$ cat src/rtl/cic_comb_chain.sv
// Cascaded CIC comb section: N_STAGES registered differentiators y[n] = x[n] - x[n-M],
// time-multiplexed over N_CH channels, with wrap or saturating arithmetic and a sticky overflow flag.
module cic_comb_chain #(
    parameter int WIDTH      = 16,
    parameter int N_STAGES   = 3,
    parameter int DIFF_DELAY = 1,
    parameter int N_CH       = 1,
    parameter int SATURATE   = 0,
    localparam int CH_W      = (N_CH > 1) ? $clog2(N_CH) : 1
) (
    input  logic                    clk,
    input  logic                    rstn,
    input  logic                    in_valid,
    input  logic signed [WIDTH-1:0] in_data,
    input  logic                    ch_sync,
    input  logic                    ovf_clr,
    output logic                    out_valid,
    output logic signed [WIDTH-1:0] out_data,
    output logic [CH_W-1:0]         out_ch,
    output logic                    overflow
);

    localparam logic signed [WIDTH-1:0] S_MAX = {1'b0, {(WIDTH-1){1'b1}}};
    localparam logic signed [WIDTH-1:0] S_MIN = {1'b1, {(WIDTH-1){1'b0}}};

    logic [CH_W-1:0]     ch_cnt_q, ch_cnt_d, in_ch;
    logic [N_STAGES-1:0] stage_ovf;
    logic                overflow_q, overflow_d;

    // Channel tag of the current sample; ch_sync overrides the running count.
    always_comb begin
        in_ch    = ch_sync ? '0 : ch_cnt_q;
        ch_cnt_d = ch_cnt_q;
        if (in_valid) begin
            ch_cnt_d = (in_ch == CH_W'(N_CH - 1)) ? '0 : in_ch + 1'b1;
        end
    end

    always_ff @(posedge clk or negedge rstn) begin
        if (!rstn) begin
            ch_cnt_q <= '0;
        end else begin
            ch_cnt_q <= ch_cnt_d;
        end
    end

    for (genvar gi = 0; gi < N_STAGES; gi++) begin : g_stage
        logic                    stg_vld_in;
        logic signed [WIDTH-1:0] x_in;
        logic [CH_W-1:0]         ch_in;
        logic signed [WIDTH-1:0] hist_q [N_CH][DIFF_DELAY];
        logic signed [WIDTH-1:0] hist_d [N_CH][DIFF_DELAY];
        logic signed [WIDTH-1:0] old_x;
        logic signed [WIDTH:0]   diff;
        logic                    ovf;
        logic signed [WIDTH-1:0] res;
        logic                    vld_q, vld_d;
        logic signed [WIDTH-1:0] dat_q, dat_d;
        logic [CH_W-1:0]         chn_q, chn_d;

        if (gi == 0) begin : g_first
            assign stg_vld_in = in_valid;
            assign x_in       = in_data;
            assign ch_in      = in_ch;
        end else begin : g_next
            assign stg_vld_in = g_stage[gi-1].vld_q;
            assign x_in       = g_stage[gi-1].dat_q;
            assign ch_in      = g_stage[gi-1].chn_q;
        end

        always_comb begin
            old_x = '0;
            for (int c = 0; c < N_CH; c++) begin
                if (ch_in == CH_W'(c)) begin
                    old_x = hist_q[c][DIFF_DELAY-1];
                end
            end
            // One guard bit: a sign disagreement between the top two bits means out of range.
            diff = {x_in[WIDTH-1], x_in} - {old_x[WIDTH-1], old_x};
            ovf  = diff[WIDTH] ^ diff[WIDTH-1];
            if (ovf && (SATURATE != 0)) begin
                res = diff[WIDTH] ? S_MIN : S_MAX;
            end else begin
                res = diff[WIDTH-1:0];
            end

            hist_d = hist_q;
            vld_d  = stg_vld_in;
            dat_d  = dat_q;
            chn_d  = chn_q;
            if (stg_vld_in) begin
                dat_d = res;
                chn_d = ch_in;
                for (int c = 0; c < N_CH; c++) begin
                    if (ch_in == CH_W'(c)) begin
                        for (int d = DIFF_DELAY - 1; d > 0; d--) begin
                            hist_d[c][d] = hist_q[c][d-1];
                        end
                        hist_d[c][0] = x_in;
                    end
                end
            end
        end

        assign stage_ovf[gi] = stg_vld_in & ovf;

        always_ff @(posedge clk or negedge rstn) begin
            if (!rstn) begin
                vld_q <= 1'b0;
                dat_q <= '0;
                chn_q <= '0;
                for (int c = 0; c < N_CH; c++) begin
                    for (int d = 0; d < DIFF_DELAY; d++) begin
                        hist_q[c][d] <= '0;
                    end
                end
            end else begin
                vld_q  <= vld_d;
                dat_q  <= dat_d;
                chn_q  <= chn_d;
                hist_q <= hist_d;
            end
        end
    end

    // A new overflow wins over a simultaneous clear.
    always_comb begin
        overflow_d = (|stage_ovf) | (overflow_q & ~ovf_clr);
    end

    always_ff @(posedge clk or negedge rstn) begin
        if (!rstn) begin
            overflow_q <= 1'b0;
        end else begin
            overflow_q <= overflow_d;
        end
    end

    assign out_valid = g_stage[N_STAGES-1].vld_q;
    assign out_data  = g_stage[N_STAGES-1].dat_q;
    assign out_ch    = g_stage[N_STAGES-1].chn_q;
    assign overflow  = overflow_q;

endmodule

$ cat config.mk
export PLATFORM = sky130hd
export DESIGN_NAME = cic_comb_chain
export DESIGN_NICKNAME = d
export VERILOG_FILES = /design/src/rtl/cic_comb_chain.sv
export SDC_FILE = /design/constraint.sdc
export NUM_CORES = 1
export LEC_CHECK = 0
export ABC_AREA = 1
export CORE_ASPECT_RATIO = 1.4
export CORE_MARGIN = 2
export CORE_UTILIZATION = 54
export DETAILED_ROUTE_END_ITERATION = 7
export GPL_ROUTABILITY_DRIVEN = 0
export PLACE_DENSITY = 0.84
export SLEW_MARGIN = 20
export SYNTH_ARGS = -nofsm -noshare
export SYNTH_HDL_FRONTEND = slang
export SYNTH_SLANG_ARGS = --single-unit
$ cat constraint.sdc
create_clock -name clk -period 1.7 [get_ports clk]
set_input_delay 0.255 -clock clk [delete_from_list [all_inputs] [get_ports clk]]
set_output_delay 0.255 -clock clk [all_outputs]
set_load 0.02 [all_outputs]
==> metrics, run 1 <==
n_diodes=0; Crit Path Class=reg2reg; top cells by area, synth=dfrtp_1, nand2_1, ha_1, inv_1, o21ai_0; Startpoint Class=flop; max_cap viols=0; residual DRC count=0; YS warnings=0; EDFF count, synth=0; # setup viols final=27; Vias/cell=5.59; fin crit period=1.94 ns; Post-Syn Instances=847; most frequent cells after synthesis=nand2_1, inv_1, dfrtp_1; worst path bufs/invs=1; final worst-path cycle share=114%; root buffer cell=clkbuf_16; first-pass GRT wire length=25,100 µm; RSZ-0062 raised after global routing=true; P per Cell Area=1810 mW/mm²; fin nets=1,078; final worst slack=-0.237 ns; cell chain of the critical path=ha_4, nand2_1, nand2_2, a21oi_2, nand2_4, buf_4, nand3_2, nand3_2, or2_1, nand3_1, nand2_1; TritonCTS clock tree=done; Die X=95.0 µm; syn_nets=919; Static Leak=0.00441 µW; post-synth top area cell=dfrtp_1; peak supply drop=0.842 mV; I/O Buffers=37; Hold Fails Final Rpt=0; Slew Viols, Final=0; area of the mapped netlist=0.00626 mm²; Cell variety after synth=31; CP Data Arrival Time=2.18 ns; Worst Skew=0.00789 ns; slowest CP cell=dfrtp_1; Num CTS Buffers=9; FP Rows=46; Worst EP required=1.94 ns; GRT Total Usage=24.9%; sequential element share of the synthesized area=40.0%; status=complete, but fails checks; H-tree Lvls=3; Core ar.=0.0113 mm²; failing checks=setup timing; via count=6,457; clk_lat worst skew=0.35 ns; CP Depth=11; vias in the first global route=5,970; largest net degree at the start of global routing=38; DRT iter0 DRCs=419; ys flop type=dfrtp_1; area fraction of the dominant cell type after synthesis=40.0%; WL final=19,400 µm; r2r worst-path depth=11; worst hold margin=0.259 ns; Critical Path Max Stage Delay=0.42 ns; HPWL after DPL=9770 µm; CP top delay family=simple AND/OR/NAND/NOR gates; worst hold path class=in2reg; Initial Util=55.2%; share of layout cells above drive strength 1=30.2%; Final Util=79.0%; DR pass1 iterations=8; Ports=40; top-count cell post-synth=nand2_1; setup TNS=-2.70 ns; drt wl/cell=16.8 µm; antenna-violating nets left=0; Chip Height=131 µm; Area growth syn-to-layout=43.0%; # clock sinks=100; Syn Area/Cell=7.39 µm²; fmax=516 MHz; number of synthesized register bits=100; clk slew on worst S/H paths=0.07 ns; Max Root-Sink Buffers=2; Post-synth ARST share=100%; Total Die Area=0.0125 mm²; initial antenna violation count=0; grt ovf=0; CP Capture Type=flop; maximum fanout along the worst path=4; depth of the worst hold-timing path=3
-- flip-flops by register name (all words and copies together), names as in the netlist --
register / count
g_stage.dat_q: 32
g_stage.hist_q: 48
g_stage.vld_q: 2
out_data: 16
out_valid: 1
overflow: 1
-- through the flow --
| stage | power [µW] | worst slack [ns] | instance area [µm²] | instances |
|---|---|---|---|---|
| finish | 16300 | -0.237 | 8960 | 1155 |
| global route | 17200 | -0.314 | 8960 | 1155 |
| CTS | 13700 | -0.167 | 8190 | 1138 |
| detailed placement | 11100 | -0.591 | 7580 | 1113 |
| global placement | 10800 | -0.537 | 7580 | 1113 |
| floorplan | 8190 | -0.0160 | 6290 | 847 |
-- worst reg2reg max path, stage by stage (launching register included) --
cell,delay (ns)
dfrtp_1,0.42
ha_4,0.29
nand2_1,0.10
nand2_2,0.09
a21oi_2,0.18
nand2_4,0.10
buf_4,0.15
nand3_2,0.06
nand3_2,0.10
or2_1,0.23
nand3_1,0.07
nand2_1,0.05
-- logic make-up after synthesis --
group	synth area share, %
other	0.0599
buffers and inverters	9.27
and+or+nand+nor	24.1
adders and majority gates	10.5
xor gates and xnor gates	3.64
DFF	40.0
AOI/OAI and AO/OA	12.4
-- worst paths after layout --
kind | startpoint | end | slack, ns
setup / recovery | g_stage[0].dat_q[7]$_DFFE_PN0P_ | g_stage[1].dat_q[12]$_DFFE_PN0P_ | -0.24
hold / removal | in_data[8] | g_stage[0].hist_q[8]$_DFFE_PN0P_ | 0.26
setup reg to reg | g_stage[0].dat_q[7]$_DFFE_PN0P_ | g_stage[1].dat_q[12]$_DFFE_PN0P_ | -0.24
hold reg to reg | out_data[15]$_DFFE_PN0P_ | out_data[15]$_DFFE_PN0P_ | 0.48
max in group asynchronous | rstn | out_data[14]$_DFFE_PN0P_ | 0.69
min in group asynchronous | rstn | out_valid$_DFF_PN0_ | 0.41
-- what timing repair did --
item                                    in CTS  in global routing
buffers inserted                             8                 19
hold buffers                                 1                  0
pin swaps                                   21                 54
resized for setup                           60                134
endpoints found under the hold margin       31                  0
endpoints found under the setup margin      25                 35
-- where the power goes --
part | internal [µW] | switching (µW)
Clock | 1110 | 868
Combinational | 5020 | 5620
Sequential | 3110 | 526
-- metal layers --
metal	GRT usage, %	vias to the layer above	share of wire (%)
met5	0	-	0
met4	13.2	0	6.3
met3	2.69	127	4.7
met2	46.3	299	54
met1	26.5	3038	35
li1	-	2993	-
-- cells in the final DEF, fill, tap and decap left out, types with 6 or more instances in the layout --
master             n
nand2_2           29
a21oi_2           18
nor2_2             8
nor2_1            37
buf_4            116
clkdlybuf4s50_1   33
o21ai_1           16
xnor2_1           13
inv_2             19
nand3_2           13
xor2_1             6
inv_1            109
nand3_1           19
buf_6             12
clkbuf_16          9
a21oi_1           22
ha_1              15
nand2_1          230
o21ai_0           71
xnor2_2            7
nand2_4           11
o21bai_1           8
dfrtp_1          100
ha_4              32
-- cell type report --
type                       count  area [µm²]
tap                          144         180
clock buffer                  15         278
multi-input combinational    597        4050
sequential                   100        2500
timing repair buffer         169        1460
clock inverter                 1        5.00
inverter                     129         484
fill                         622        2380
Power figures use the tool's default switching activity.
==> run 2, diff against run 1 <==
- SLEW_MARGIN: 20 -> 40
==> results of run 2 <==
The final DEF is identical to that of run 1; final timing and power are the same.
